### config.mk
export PLATFORM = sky130hd
export DESIGN_NAME = rvvi_trace_emitter
export DESIGN_NICKNAME = d
export VERILOG_FILES = /design/src/rtl/rvvi_trace_pkg.sv /design/src/rtl/rvvi_trace_fifo.sv /design/src/rtl/rvvi_trace_emitter.sv
export SDC_FILE = /design/constraint.sdc
export NUM_CORES = 2
export LEC_CHECK = 0
export BUFFER_PORTS_ARGS = -buffer_cell sky130_fd_sc_hd__buf_4
export CORE_AREA = 2 2 543 545
export CTS_BUF_LIST = sky130_fd_sc_hd__clkbuf_8 sky130_fd_sc_hd__clkbuf_16
export DETAILED_ROUTE_END_ITERATION = 12
export DIE_AREA = 0 0 545 547
export PLACE_DENSITY_LB_ADDON = 0.15
export SLEW_MARGIN = 10
export SYNTH_ARGS = -nofsm -noshare
export SYNTH_HDL_FRONTEND = slang
export SYNTH_SLANG_ARGS = --single-unit
### constraint.sdc
create_clock -name clk -period 9.05 [get_ports clk]
set_clock_uncertainty 0.1 [all_clocks]
set_input_delay 0.905 -clock clk [delete_from_list [all_inputs] [get_ports clk]]
set_output_delay 0.905 -clock clk [all_outputs]
set_load 0.05 [all_outputs]
### src/rtl/rvvi_trace_pkg.sv
// Shared types and version constants for the RVVI trace emitter.
// Optional FPR tracing is enabled by defining RVVI_TRACE_FPR_EN.
package rvvi_trace_pkg;

  localparam int unsigned RVVI_TRACE_VERSION_MAJOR = 1;
  localparam int unsigned RVVI_TRACE_VERSION_MINOR = 4;

  // Control part of a queued retire entry; wide data rides alongside.
  typedef struct packed {
    logic        trap;
    logic        rd_we;
    logic [4:0]  rd;
    logic        csr_we;
    logic [11:0] csr_addr;
`ifdef RVVI_TRACE_FPR_EN
    logic        fd_we;
    logic [4:0]  fd;
`endif
  } ret_ctl_t;

endpackage

### src/rtl/rvvi_trace_fifo.sv
// Retire-entry FIFO with flush; push/pop are gated internally.
// Width-generic; power-of-two DEPTH keeps pointer wrap free.
module rvvi_trace_fifo #(
  parameter int unsigned W     = 8,
  parameter int unsigned DEPTH = 4
) (
  input  logic         clk,
  input  logic         reset,
  input  logic         flush,
  input  logic         push,
  input  logic         pop,
  input  logic [W-1:0] din,
  output logic [W-1:0] dout,
  output logic         full,
  output logic         empty
);

  localparam int unsigned AW = $clog2(DEPTH);

  logic [W-1:0]  mem [DEPTH];
  logic [AW-1:0] wptr;
  logic [AW-1:0] rptr;
  logic [AW:0]   count;
  logic          do_push;
  logic          do_pop;

  assign full    = (count == (AW+1)'(DEPTH));
  assign empty   = (count == '0);
  assign do_push = push && !full && !flush;
  assign do_pop  = pop && !empty && !flush;
  assign dout    = mem[rptr];

  // Pointer and occupancy bookkeeping; flush empties in one edge.
  always_ff @(posedge clk) begin
    if (reset || flush) begin
      wptr  <= '0;
      rptr  <= '0;
      count <= '0;
    end else begin
      if (do_push) wptr <= wptr + 1'b1;
      if (do_pop)  rptr <= rptr + 1'b1;
      count <= count
             + {{AW{1'b0}}, do_push}
             - {{AW{1'b0}}, do_pop};
    end
  end

  // Storage array, written only on an accepted push.
  always_ff @(posedge clk) begin
    if (do_push) mem[wptr] <= din;
  end

endmodule

### src/rtl/rvvi_trace_emitter.sv
// Buffers retire events and emits RVVI-style trace pulses with order.
// Define RVVI_TRACE_FPR_EN to add the shadow FP register file.
module rvvi_trace_emitter
  import rvvi_trace_pkg::*;
#(
  parameter int unsigned XLEN  = 32,
  parameter int unsigned ILEN  = 32,
`ifdef RVVI_TRACE_FPR_EN
  parameter int unsigned FLEN  = 32,
`endif
  parameter int unsigned DEPTH = 4
) (
  input  logic            clk,
  input  logic            reset,
  input  logic            ret_valid,
  output logic            ret_ready,
  input  logic [ILEN-1:0] ret_insn,
  input  logic [XLEN-1:0] ret_pc,
  input  logic            ret_trap,
  input  logic            ret_rd_we,
  input  logic [4:0]      ret_rd,
  input  logic [XLEN-1:0] ret_rd_wdata,
  input  logic            ret_csr_we,
  input  logic [11:0]     ret_csr_addr,
  input  logic [XLEN-1:0] ret_csr_wdata,
`ifdef RVVI_TRACE_FPR_EN
  input  logic            ret_fd_we,
  input  logic [4:0]      ret_fd,
  input  logic [FLEN-1:0] ret_fd_wdata,
  output logic [FLEN-1:0] f_wdata [32],
  output logic [31:0]     f_wb,
`endif
  input  logic            trace_stall,
  input  logic            flush,
  output logic            valid,
  output logic [63:0]     order,
  output logic [ILEN-1:0] insn,
  output logic            trap,
  output logic [XLEN-1:0] pc_rdata,
  output logic [XLEN-1:0] x_wdata [32],
  output logic [31:0]     x_wb,
  output logic            csr_wb,
  output logic [11:0]     csr_addr,
  output logic [XLEN-1:0] csr_wdata
);

  typedef struct packed {
    ret_ctl_t        ctl;
    logic [ILEN-1:0] insn;
    logic [XLEN-1:0] pc;
    logic [XLEN-1:0] rd_wdata;
    logic [XLEN-1:0] csr_wdata;
`ifdef RVVI_TRACE_FPR_EN
    logic [FLEN-1:0] fd_wdata;
`endif
  } entry_t;

  localparam int unsigned EW = $bits(entry_t);

  entry_t      in_e;
  entry_t      head;
  logic        full;
  logic        empty;
  logic        pop;
  logic        wr_x;
  logic        wr_csr;
  logic [63:0] order_cnt;
`ifdef RVVI_TRACE_FPR_EN
  logic        wr_f;
`endif

  // Pack the retire port into one FIFO word.
  always_comb begin
    in_e              = '0;
    in_e.ctl.trap     = ret_trap;
    in_e.ctl.rd_we    = ret_rd_we;
    in_e.ctl.rd       = ret_rd;
    in_e.ctl.csr_we   = ret_csr_we;
    in_e.ctl.csr_addr = ret_csr_addr;
    in_e.insn         = ret_insn;
    in_e.pc           = ret_pc;
    in_e.rd_wdata     = ret_rd_wdata;
    in_e.csr_wdata    = ret_csr_wdata;
`ifdef RVVI_TRACE_FPR_EN
    in_e.ctl.fd_we    = ret_fd_we;
    in_e.ctl.fd       = ret_fd;
    in_e.fd_wdata     = ret_fd_wdata;
`endif
  end

  rvvi_trace_fifo #(
    .W     (EW),
    .DEPTH (DEPTH)
  ) u_fifo (
    .clk   (clk),
    .reset (reset),
    .flush (flush),
    .push  (ret_valid),
    .pop   (pop),
    .din   (in_e),
    .dout  (head),
    .full  (full),
    .empty (empty)
  );

  assign ret_ready = !full;
  assign pop       = !empty && !trace_stall && !flush;

  // Traps never commit architectural writes; x0 stays hardwired.
  assign wr_x   = !head.ctl.trap && head.ctl.rd_we
                  && (head.ctl.rd != 5'd0);
  assign wr_csr = !head.ctl.trap && head.ctl.csr_we;
`ifdef RVVI_TRACE_FPR_EN
  assign wr_f   = !head.ctl.trap && head.ctl.fd_we;
`endif

  // Emission register: one pulse per pop, outputs hold otherwise.
  always_ff @(posedge clk) begin
    if (reset) begin
      valid     <= 1'b0;
      order     <= '0;
      order_cnt <= '0;
      insn      <= '0;
      trap      <= 1'b0;
      pc_rdata  <= '0;
      x_wb      <= '0;
      csr_wb    <= 1'b0;
      csr_addr  <= '0;
      csr_wdata <= '0;
      for (int i = 0; i < 32; i++) x_wdata[i] <= '0;
`ifdef RVVI_TRACE_FPR_EN
      f_wb      <= '0;
      for (int i = 0; i < 32; i++) f_wdata[i] <= '0;
`endif
    end else begin
      valid <= pop;
      if (pop) begin
        order     <= order_cnt;
        order_cnt <= order_cnt + 64'd1;
        insn      <= head.insn;
        trap      <= head.ctl.trap;
        pc_rdata  <= head.pc;
        x_wb      <= wr_x ? (32'd1 << head.ctl.rd) : 32'd0;
        if (wr_x) x_wdata[head.ctl.rd] <= head.rd_wdata;
        csr_wb    <= wr_csr;
        if (wr_csr) begin
          csr_addr  <= head.ctl.csr_addr;
          csr_wdata <= head.csr_wdata;
        end
`ifdef RVVI_TRACE_FPR_EN
        f_wb      <= wr_f ? (32'd1 << head.ctl.fd) : 32'd0;
        if (wr_f) f_wdata[head.ctl.fd] <= head.fd_wdata;
`endif
      end
    end
  end

endmodule

==> flow_summary_export.csv <==
group,metric,value,unit
floorplan,die_w,545,µm
synth,synth-seq-cells,1896,
clocking,postCtsSetupBuffers,0,
power,p_comb_frac,0.032,
timing,finalSetupTns,0,ns
routing,route.detailed.drc,0,
floorplan,die_area,0.298,mm²
floorplan,start_util,0.231,
power,powerDensity,210,mW/mm²
clocking,cts_tree,"yes",
placed_design,gp_congestion,0.808,
synth,yosysWarnings,0,
global_routing,grt_usage,0.205,
hold_path,hp-class,"input port to flop",
placed_design,numPortBuffers,1384,
floorplan,ios,1385,
synth,ys_seq_area_frac,0.648,
clocking,root_buffer,"clkbuf_16",
power,power.internal,0.0144,W
clocking,clk_pin_slew_worst_paths,0.06,ns
clocking,clk-insertion-delay-late,0.89,ns
synth,synth_nets,6773,
global_routing,grt_overflow,0,
setup_path,critPathCaptureType,"flop",
setup_path,crit_fanout,38,
setup_path,crit_path_top_delay_cell,"nor4_4",
routing,drtIter0Drc,4106,
placed_design,hpwl,206,mm
timing,setup_viol,0,
clocking,ctsResizeCount,0,
setup_path,criticalPathCategory,"flop to flop",
floorplan,coreArea,0.293,mm²
timing,hold_viol_final,0,
clocking,cts_inserted_buffers,221,
routing,drt-pass1-iter-count,6,
timing,slew_headroom,0.256,
global_routing,grt_pass1_vias,50200,
setup_path,worstReg2RegEnd,"x_wdata[549]",
cells_and_area,syn_to_final_growth,31.8,%
clocking,htreeDepth,4,
clocking,cts_buffer_depth,4,
setup_path,path_buf_inv,3,
cells_and_area,final_core_util,0.305,
timing,fin_crit_sh,0.519,
synth,syn_area,0.0677,mm²
flow_run,cap_violations,0,
cells_and_area,fillers,30500,
setup_path,worstPathCellList,"buf_4 > mux4_2 > nand3b_1 > buf_4 > nor4_4 > buf_4 > nand2_1 > a21oi_1",
timing,slew_violations,0,
power,power_switching_share,0.230,
setup_path,worst-r2r-cell-count,8,
setup_path,r2r_slack,4.35,ns
setup_path,cp-endpoint,"x_wdata[549]",
timing,timing.final.crit_period,4.70,ns
synth,syn-mean-instance-area,10.2,µm²
routing,wirelength,319,mm
power,peakVddDrop,0.000138,V
routing,detail-route-antenna-nets,0,
power,pwr-share-clk,0.496,
setup_path,cpPeakStageDelay,0.92,ns
routing,vias_per_cell,4.49,
setup_path,startpoint_type,"flop",
hold_path,min_path_cells,1,
cells_and_area,layout-drive-gt1-share,0.257,
timing,fmax,213,MHz
global_routing,grt_max_degree,184,
global_routing,antenna_found_initial,63,
timing,rsz0062_at_grt,"no",
timing,worst_pin_slew,1.12,ns
outcome,outcome,"finished, final reports clean",
synth,synth_cells,6612,
synth,yosys.cell_types.count,47,
setup_path,cp_top_family,"buffers and inverters",
setup_path,crit_required,9.71,ns
routing,vias,53400,
power,switching_power,0.00431,W
floorplan,rows,199,
setup_path,path_common_cell,"buf_4",
floorplan,die_h,547,µm
power,p_leak,31.6,nW
global_routing,grt_pass1_wl,431,mm
clocking,cts_sinks,1896,
cells_and_area,nets,7926,
routing,wl_per_cell,26.9,µm
setup_path,cp_num_cells,8,
power,seqPwrFrac,0.472,
setup_path,worstPathArrival,5.35,ns
clocking,postCtsHoldBufs,0,
==> worst min path at each step <==
| stage | from | to | slack (ns) |
|---|---|---|---|
| floorplan | order_cnt[63] | order[63] | 0.34 |
| global placement | x_wdata[842] | x_wdata[842] | 0.34 |
| detailed placement | x_wdata[396] | x_wdata[396] | 0.35 |
| CTS | ret_rd_wdata[18] | u_fifo.mem[0][50] | 0.03 |
| global route | ret_rd_wdata[18] | u_fifo.mem[0][50] | 0.05 |
| finish | ret_rd_wdata[7] | u_fifo.mem[1][39] | 0.12 |
==> layout make-up <==
class,instances,area (µm²),share of cell area
Antenna cell,13,32.5,0.000365
Clock buffer,266,6230,0.0698
Clock inverter,140,1330,0.0149
Inverter,15,58.8,0.000659
Multi-Input combinational cell,4139,21400,0.240
Sequential cell,1896,43900,0.492
Tap cell,3919,4900,0.0550
Timing Repair Buffer,1492,11400,0.127
==> metrics by stage <==
| stage | cells | hold slack (ns) | instance area (µm²) | total power, W | setup WS [ns] |
|---|---|---|---|---|---|
| CTS | 11900 | 0.0279 | 89100 | 0.0190 | 4.12 |
| floorplan | 6612 | 0.340 | 67700 | 0.00929 | 3.77 |
| detailed placement | 11500 | 0.347 | 81600 | 0.00964 | 4.17 |
| global route | 11900 | 0.0516 | 89200 | 0.0193 | 3.99 |
| finish | 11900 | 0.124 | 89200 | 0.0187 | 4.35 |
| global placement | 11500 | 0.342 | 81600 | 0.00963 | 4.16 |
==> cells in the mapped netlist (all sizes together) <==
| cell type | count | area share |
|---|---|---|
| a21o | 1 | 0.00011 |
| a21oi | 1240 | 0.092 |
| and2 | 6 | 0.00055 |
| and3 | 1 | 0.000092 |
| and4 | 9 | 0.0012 |
| buf | 187 | 0.016 |
| clkbuf | 375 | 0.021 |
| dfxtp | 1304 | 0.39 |
| edfxtp | 592 | 0.26 |
| fa | 1 | 0.00030 |
| ha | 7 | 0.0013 |
| inv | 15 | 0.00083 |
| mux2 | 1 | 0.00017 |
| mux2i | 2 | 0.00030 |
| mux4 | 147 | 0.049 |
| nand2 | 2388 | 0.13 |
| nand2b | 5 | 0.00068 |
| nand3 | 32 | 0.0024 |
| nand3b | 1 | 0.00011 |
| nand4 | 25 | 0.0023 |
| nand4b | 1 | 0.00013 |
| nand4bb | 1 | 0.00017 |
| nor2 | 42 | 0.0023 |
| nor2b | 32 | 0.0030 |
| nor3 | 21 | 0.0019 |
| nor3b | 1 | 0.00011 |
| nor4 | 25 | 0.0072 |
| nor4bb | 1 | 0.00015 |
| o21ai | 15 | 0.0011 |
| o31ai | 25 | 0.0028 |
| or2 | 5 | 0.00050 |
| or3 | 27 | 0.0025 |
| or4 | 50 | 0.0055 |
| xnor2 | 13 | 0.0017 |
| xor2 | 14 | 0.0018 |
==> power by group through the flow <==
| stage | combinational (W) | sequential [W] | clock (W) |
|---|---|---|---|
| floorplan | 0.000245 | 0.00905 | 0 |
| global placement | 0.000617 | 0.00902 | 0 |
| detailed placement | 0.000625 | 0.00902 | 0 |
| CTS | 0.000626 | 0.00883 | 0.00954 |
| global route | 0.000641 | 0.00883 | 0.00984 |
| finish | 0.000605 | 0.00883 | 0.00929 |
==> sequential cells by signal, summed over array words and instances, names as in the netlist, named ones only <==
signal	flops
csr_wdata	32
pc_rdata	32
u_fifo.mem	592
x_wb	32
csr_wb	1
order_cnt	64
csr_addr	12
u_fifo.count	3
order	64
valid	1
x_wdata	1024
u_fifo.rptr	2
u_fifo.wptr	2
trap	1
insn	32
==> metal layers <==
metal	wire, µm	GRT usage
met5	197	0
met3	27100	0.0649
met4	11000	0.0668
met2	150000	0.338
met1	130000	0.251
==> placed cells by master (no fill, tap or decap), types with 5 or more instances in the layout <==
master      synthesis  routed
or3_1              27      22
nor2b_1            32      32
clkinv_2            0      27
nand4_1            25      25
xor2_1             14      14
bufinv_16           0      21
or4_1              50      41
buf_4              33    1480
edfxtp_1          592     592
a21oi_1          1236    1236
diode_2             0      13
and4_1              9       9
nor3_4              0       5
o21ai_0            15      15
clkinv_1            0      16
o31ai_1            25      25
clkinvlp_4          0      10
mux4_4              0      19
clkbuf_16           0     228
nand2_1          2388    2387
xnor2_1            13      13
nand3_1            32      31
or3_2               0       5
dfxtp_1          1304    1302
mux4_2            147     128
inv_1              14      66
or4_2               0       9
ha_1                7       7
nor2_1             42      42
nor4_4             21      23
buf_12              0      10
clkbuf_8            0      38
nor3_1             16      12
==> cell families (layout without fill, tap and decap cells) <==
| logic type | Yosys count | count (layout) | synth area share |
|---|---|---|---|
| and+or+nand+nor | 2673 | 2673 | 0.163 |
| DFF | 1896 | 1896 | 0.648 |
| AOI/OAI and AO/OA | 1281 | 1281 | 0.0959 |
| buffers and inverters | 577 | 1913 | 0.0380 |
| muxes | 150 | 150 | 0.0494 |
| xor gates and xnor gates | 27 | 27 | 0.00349 |
| adders and majority gates | 8 | 8 | 0.00159 |
| other | 0 | 13 | 0 |
Power figures use the tool's default switching activity.
